[config.mk]
export PLATFORM = sky130hd
export DESIGN_NAME = button_gesture_decoder
export DESIGN_NICKNAME = d
export VERILOG_FILES = /design/src/rtl/button_pkg.sv /design/src/rtl/event_timer.sv /design/src/rtl/button_gesture_decoder.sv
export SDC_FILE = /design/constraint.sdc
export NUM_CORES = 1
export LEC_CHECK = 0
export ABC_CLOCK_PERIOD_IN_PS = 6400
export BUFFER_PORTS_ARGS = -buffer_cell sky130_fd_sc_hd__buf_2
export CAP_MARGIN = 20
export CORE_ASPECT_RATIO = 1.25
export CORE_MARGIN = 2
export CORE_UTILIZATION = 60
export DETAILED_ROUTE_END_ITERATION = 12
export GPL_ROUTABILITY_DRIVEN = 1
export PLACE_DENSITY = 0.85
export SETUP_SLACK_MARGIN = 0.05
export SLEW_MARGIN = 20
export SYNTH_ARGS = -nofsm -noshare
export SYNTH_HDL_FRONTEND = slang
export SYNTH_SLANG_ARGS = --single-unit
export TNS_END_PERCENT = 10
[constraint.sdc]
create_clock -name clk -period 6.4 [get_ports clk]
set_input_delay 1.6 -clock clk [delete_from_list [all_inputs] [get_ports clk]]
set_output_delay 1.6 -clock clk [all_outputs]
set_load 0.02 [all_outputs]
[src/rtl/button_pkg.sv]
// Shared state encoding and default timing table for the button debouncer/decoder family.
package button_pkg;

    localparam logic [2:0] ST_IDLE   = 3'd0;
    localparam logic [2:0] ST_PRESS1 = 3'd1;
    localparam logic [2:0] ST_WAIT2  = 3'd2;
    localparam logic [2:0] ST_PRESS2 = 3'd3;
    localparam logic [2:0] ST_LONG   = 3'd4;

    typedef enum logic [2:0] {
        IDLE   = ST_IDLE,
        PRESS1 = ST_PRESS1,
        WAIT2  = ST_WAIT2,
        PRESS2 = ST_PRESS2,
        LONG   = ST_LONG
    } state_t;

    localparam int DEF_CNT_WIDTH   = 24;
    localparam int DEF_LONG_CNT    = 5000000;
    localparam int DEF_DBL_GAP_CNT = 2500000;
    localparam int DEF_REPEAT_CNT  = 1000000;

endpackage

[src/rtl/event_timer.sv]
// Cycle counter with synchronous clear, saturating increment and an equality tap
// against a limit chosen by the owner each cycle.
module event_timer #(
    parameter int W = 8
) (
    input  logic         clk,
    input  logic         arst_n,
    input  logic         clr,
    input  logic [W-1:0] limit,
    output logic         hit
);

    logic [W-1:0] cnt;

    always_ff @(posedge clk or negedge arst_n) begin
        if (!arst_n)
            cnt <= '0;
        else if (clr)
            cnt <= '0;
        else if (cnt != '1)
            cnt <= cnt + 1'b1;
    end

    assign hit = (cnt == limit);

endmodule

[src/rtl/button_gesture_decoder.sv]
// Classifies debounced press/release strobes into click, double click, long press
// and auto-repeat; all outputs registered.
module button_gesture_decoder
    import button_pkg::*;
#(
    parameter int CNT_WIDTH   = DEF_CNT_WIDTH,
    parameter int LONG_CNT    = DEF_LONG_CNT,
    parameter int DBL_GAP_CNT = DEF_DBL_GAP_CNT,
    parameter int REPEAT_CNT  = DEF_REPEAT_CNT
) (
    input  logic clk,
    input  logic arst_n,
    input  logic en_i,
    input  logic sw_down_i,
    input  logic sw_up_i,
    output logic click_o,
    output logic dbl_click_o,
    output logic long_press_o,
    output logic repeat_o,
    output logic held_o
);

    // A timeout of X fires while the counter reads X-1.
    localparam logic [CNT_WIDTH-1:0] LONG_LIM = CNT_WIDTH'(LONG_CNT - 1);
    localparam logic [CNT_WIDTH-1:0] GAP_LIM  = CNT_WIDTH'(DBL_GAP_CNT - 1);
    localparam logic [CNT_WIDTH-1:0] REP_LIM  = CNT_WIDTH'(REPEAT_CNT - 1);

    state_t               state, nxt;
    logic                 clr, hit;
    logic [CNT_WIDTH-1:0] limit;
    logic                 ev_down, ev_up;
    logic                 p_click, p_dbl, p_long, p_rep, rep_clr;

    // Simultaneous down and up cancel each other out.
    assign ev_down = sw_down_i & ~sw_up_i;
    assign ev_up   = sw_up_i & ~sw_down_i;

    always_comb begin
        case (state)
            PRESS1:  limit = LONG_LIM;
            WAIT2:   limit = GAP_LIM;
            LONG:    limit = REP_LIM;
            default: limit = '0;
        endcase
    end

    event_timer #(.W(CNT_WIDTH)) u_timer (
        .clk    (clk),
        .arst_n (arst_n),
        .clr    (clr),
        .limit  (limit),
        .hit    (hit)
    );

    // Events are tested before timeouts so an edge always wins a same-cycle tie.
    always_comb begin
        nxt     = state;
        p_click = 1'b0;
        p_dbl   = 1'b0;
        p_long  = 1'b0;
        p_rep   = 1'b0;
        rep_clr = 1'b0;
        case (state)
            IDLE:   if (ev_down) nxt = PRESS1;
            PRESS1: begin
                if (ev_up)    nxt = WAIT2;
                else if (hit) begin nxt = LONG; p_long = 1'b1; end
            end
            WAIT2: begin
                if (ev_down)  begin nxt = PRESS2; p_dbl = 1'b1; end
                else if (hit) begin nxt = IDLE; p_click = 1'b1; end
            end
            PRESS2: if (ev_up) nxt = IDLE;
            LONG: begin
                if (ev_up)    nxt = IDLE;
                else if (hit) begin p_rep = 1'b1; rep_clr = 1'b1; end
            end
            default: nxt = IDLE;
        endcase
        if (!en_i) begin
            nxt     = IDLE;
            p_click = 1'b0;
            p_dbl   = 1'b0;
            p_long  = 1'b0;
            p_rep   = 1'b0;
        end
        clr = rep_clr | (nxt != state) | ~en_i;
    end

    always_ff @(posedge clk or negedge arst_n) begin
        if (!arst_n) begin
            state        <= IDLE;
            click_o      <= 1'b0;
            dbl_click_o  <= 1'b0;
            long_press_o <= 1'b0;
            repeat_o     <= 1'b0;
            held_o       <= 1'b0;
        end else begin
            state        <= nxt;
            click_o      <= p_click;
            dbl_click_o  <= p_dbl;
            long_press_o <= p_long;
            repeat_o     <= p_rep;
            held_o       <= (nxt == PRESS1) || (nxt == PRESS2) || (nxt == LONG);
        end
    end

endmodule

==> results by group <==
Cells and area
  – Commonest non-fill, non-tap cells in the layout: dfrtp_1, nor2_1, nor3_1
  – Antenna Cells: 0
  – Area of all sequential standard cells: roughly 800 µm²
  – Total of fill cells in the finished design: 277
  – Area taken by multi-input logic gates: 1210 µm²
  – Share of layout cells above drive strength 1: 10.9%
  – Number of nets in the layout: around 240
  – Most common library cell in the layout ignoring fill and taps: dfrtp_1
  – Post-Layout Cell Count: 276
  – Layout overhead on the synthesized area: 6.21%

STA
  – Setup TNS Final: 0 ns
  – Portion of the clock cycle consumed by the worst path in the final layout: 49.7%
  – Hold slack final: a little under 0.6 ns
  – Max frequency: 314 MHz
  – Worst slew margin: 46.0%
  – Final-report max-slew violation count: 0
  – Count of endpoints failing setup in the final report: 0
  – Count of endpoints failing hold in the final timing report: 0
  – Final critical-path required period: roughly 3.2 ns
  – Transition time at the pin with the least slew margin: slightly above 0.8 ns
  – Clock skew after layout: 0.00887 ns
  – Unrepaired setup endpoints after global routing: no

Global routing
  – Antenna violations before repair: 0
  – Global-route wire length before repair: 7860 µm
  – Met2 track utilization from global routing: between 40% and 50%
  – Routing usage on met1: 30.6%
  – Met3 demand-to-capacity share in global routing: under 10%
  – Via count of the first global-routing pass: 1734
  – Global router's overall resource usage: 25.5%
  – Maximum number of pins on one net before global-route repair: 33
  – Global route overflow: 0
  – GRT busiest layer: met2

Critical path
  – Kind of capture point of the worst setup path: flop
  – Maximum net fanout on the critical path: 17
  – Path type of the worst setup path: primary input to flop
  – Critical path required time: 6.52 ns
  – Number of cell instances on the worst register-to-register path: 6
  – Arrival @ worst endpoint: 3.30 ns
  – Startpoint type of the worst setup path: primary input

Routing
  – First DRT Iteration DRCs: 91
  – Overall routed net length: 4390 µm
  – Vias per cell: about 6.5
  – Via total after detailed routing: between 1500 and 2000
  – Detailed-router iteration count before antenna repair: 5
  – Remaining design rule violation count: 0
  – Drt wl/cell: roughly 16 µm
  – Number of routed nets with antenna violations: 0

Floorplanning
  – Initial Util: 63.8%
  – Top-Level Pins: 10
  – Floorplan Core Area: 3250 µm²
  – Vert. Die Dim: 69.8 µm
  – Width of the die: 56.6 µm
  – Total Die Area: 3950 µm²
  – Rows: 23

Clock tree
  – Hold-fix buffer count after cts: 0
  – Maximum count of clock buffers along a single path: 2
  – Number of H-tree levels: 2
  – Total of cells resized after clock tree synthesis: 0
  – CTS buffer count: 5
  – Total clock sinks: 32
  – Buffer count from post-CTS setup fixing: 0
  – Clock edge transition at the registers on the reported setup and hold paths: 0.06 ns
  – Clock tree root buffer cell: clkbuf_8
  – Clock latency at the later pin of the worst-skew pair: 0.29 ns
  – TritonCTS clock tree: built

Synthesis
  – Syn_nets: 244
  – Synthesis-stage register bit count: 32
  – Top cell type by total area after synthesis: dfrtp_1
  – Area contributors post-synth: dfrtp_1, nor3_1, xnor2_1
  – Sequential area share after synthesis: a little under 40%
  – Number of warnings printed during yosys synthesis: 0
  – Proportion of register bits with asynchronous set or reset after synthesis: 100%
  – Number of distinct library cells after synthesis: between 50 and 60
  – Area of the mapped netlist: around 2100 µm²
  – Most used DFF post-synth: dfrtp_1
  – Per-instance average area after synthesis: between 8 and 9 µm²
  – Number of synthesized flops with an enable pin: 0
  – Gate Count Post-Synth: ~240
  – Portion of synthesized cell area occupied by the leading cell type: just under 40%

Worst hold path
  – Worst hold path depth: 1
  – Classification of the worst-slack hold path: flop to flop

Place
  – # placed instances: 268
  – Global placer's final weighted congestion: 0.831
  – # port buffers: 9
  – Sum of net half-perimeters after detailed placement: 3070 µm

Pwr
  – Worst VDD drop: 0.134 mV
  – Pwr dens: 204 nW/µm²
  – Static power due to leakage: 0.000892 µW

Job
  – Maximum Capacitance Violations: 0

Outcome
  – Status: complete, no violations
final timing paths:
path | start | to | slack (ns)
max in group asynchronous | arst_n | u_timer.cnt[21] | 4.58
hold reg to reg | u_timer.cnt[20] | u_timer.cnt[20] | 0.58
min in group asynchronous | arst_n | click_o | 1.36
setup reg to reg | state[2] | u_timer.cnt[14] | 3.38
hold / removal | u_timer.cnt[20] | u_timer.cnt[20] | 0.58
setup / recovery | sw_down_i | u_timer.cnt[14] | 3.22
state kept, by name, summed over array words and instances (netlist names):
signal and count:
repeat_o 1, u_timer.cnt 24, state 3, dbl_click_o 1
held_o 1, long_press_o 1, click_o 1
cells in the mapped netlist, types with 2 or more instances:
| library cell | n |
|---|---|
| a21oi_1 | 7 |
| a221oi_1 | 2 |
| a31oi_1 | 2 |
| and3_1 | 3 |
| and4_1 | 2 |
| buf_2 | 2 |
| clkbuf_1 | 13 |
| dfrtp_1 | 32 |
| inv_1 | 4 |
| mux2i_1 | 4 |
| nand2_1 | 13 |
| nand2b_1 | 5 |
| nand3_1 | 16 |
| nand4_1 | 9 |
| nor2_1 | 23 |
| nor2b_1 | 3 |
| nor3_1 | 23 |
| nor3b_1 | 6 |
| nor4_1 | 2 |
| o2111ai_1 | 2 |
| o21ai_0 | 12 |
| or3_1 | 3 |
| xnor2_1 | 11 |
| xor2_1 | 10 |
critical path: stages:
cell and delay [ns]:
buf_2 0.11, nand2b_1 0.18, a31oi_1 0.31, a221o_1 0.20, o21ai_0 0.11, a21oi_2 0.65, nor3_1 0.15
routing by layer:
layer / vias up / wire, µm
li1: 860 / -
met1: 853 / 1850
met2: 53 / 2190
met3: 15 / 188
met4: 0 / 164
met5: - / 0
cell families after synthesis:
| group | synth area share [%] |
|---|---|
| simple gates | 32.4 |
| flops | 38.6 |
| buf+inv | 4.10 |
| xor+xnor | 8.86 |
| compound gates | 12.5 |
| fa+ha+maj | 1.08 |
| mux | 2.47 |
power breakdown:
part / internal (µW) / switching, µW
Sequential: 206 / 11.4
Combinational: 28.4 / 46.7
Clock: 87.5 / 68.6
through the flow:
stage	power, µW	worst slack [ns]	util (%)	cell area (µm²)
3_3_place_gp	293	3.04	64.7	2100
6_report	449	3.22	67.8	2200
2_1_floorplan	276	3.51	-	2080
3_5_place_dp	295	2.91	64.7	2100
5_1_grt	475	3.02	67.8	2200
4_1_cts	453	3.22	67.4	2190
final cells by class:
class                      instances  share of cell area [%]
timing repair buffer               9                    2.04
sequential                        32                    36.3
inverter                           4                   0.681
multi-input combinational        186                    54.8
clock buffer                       8                    4.09
tap                               37                    2.10
Note: power is estimated with default switching activity, not from simulation.
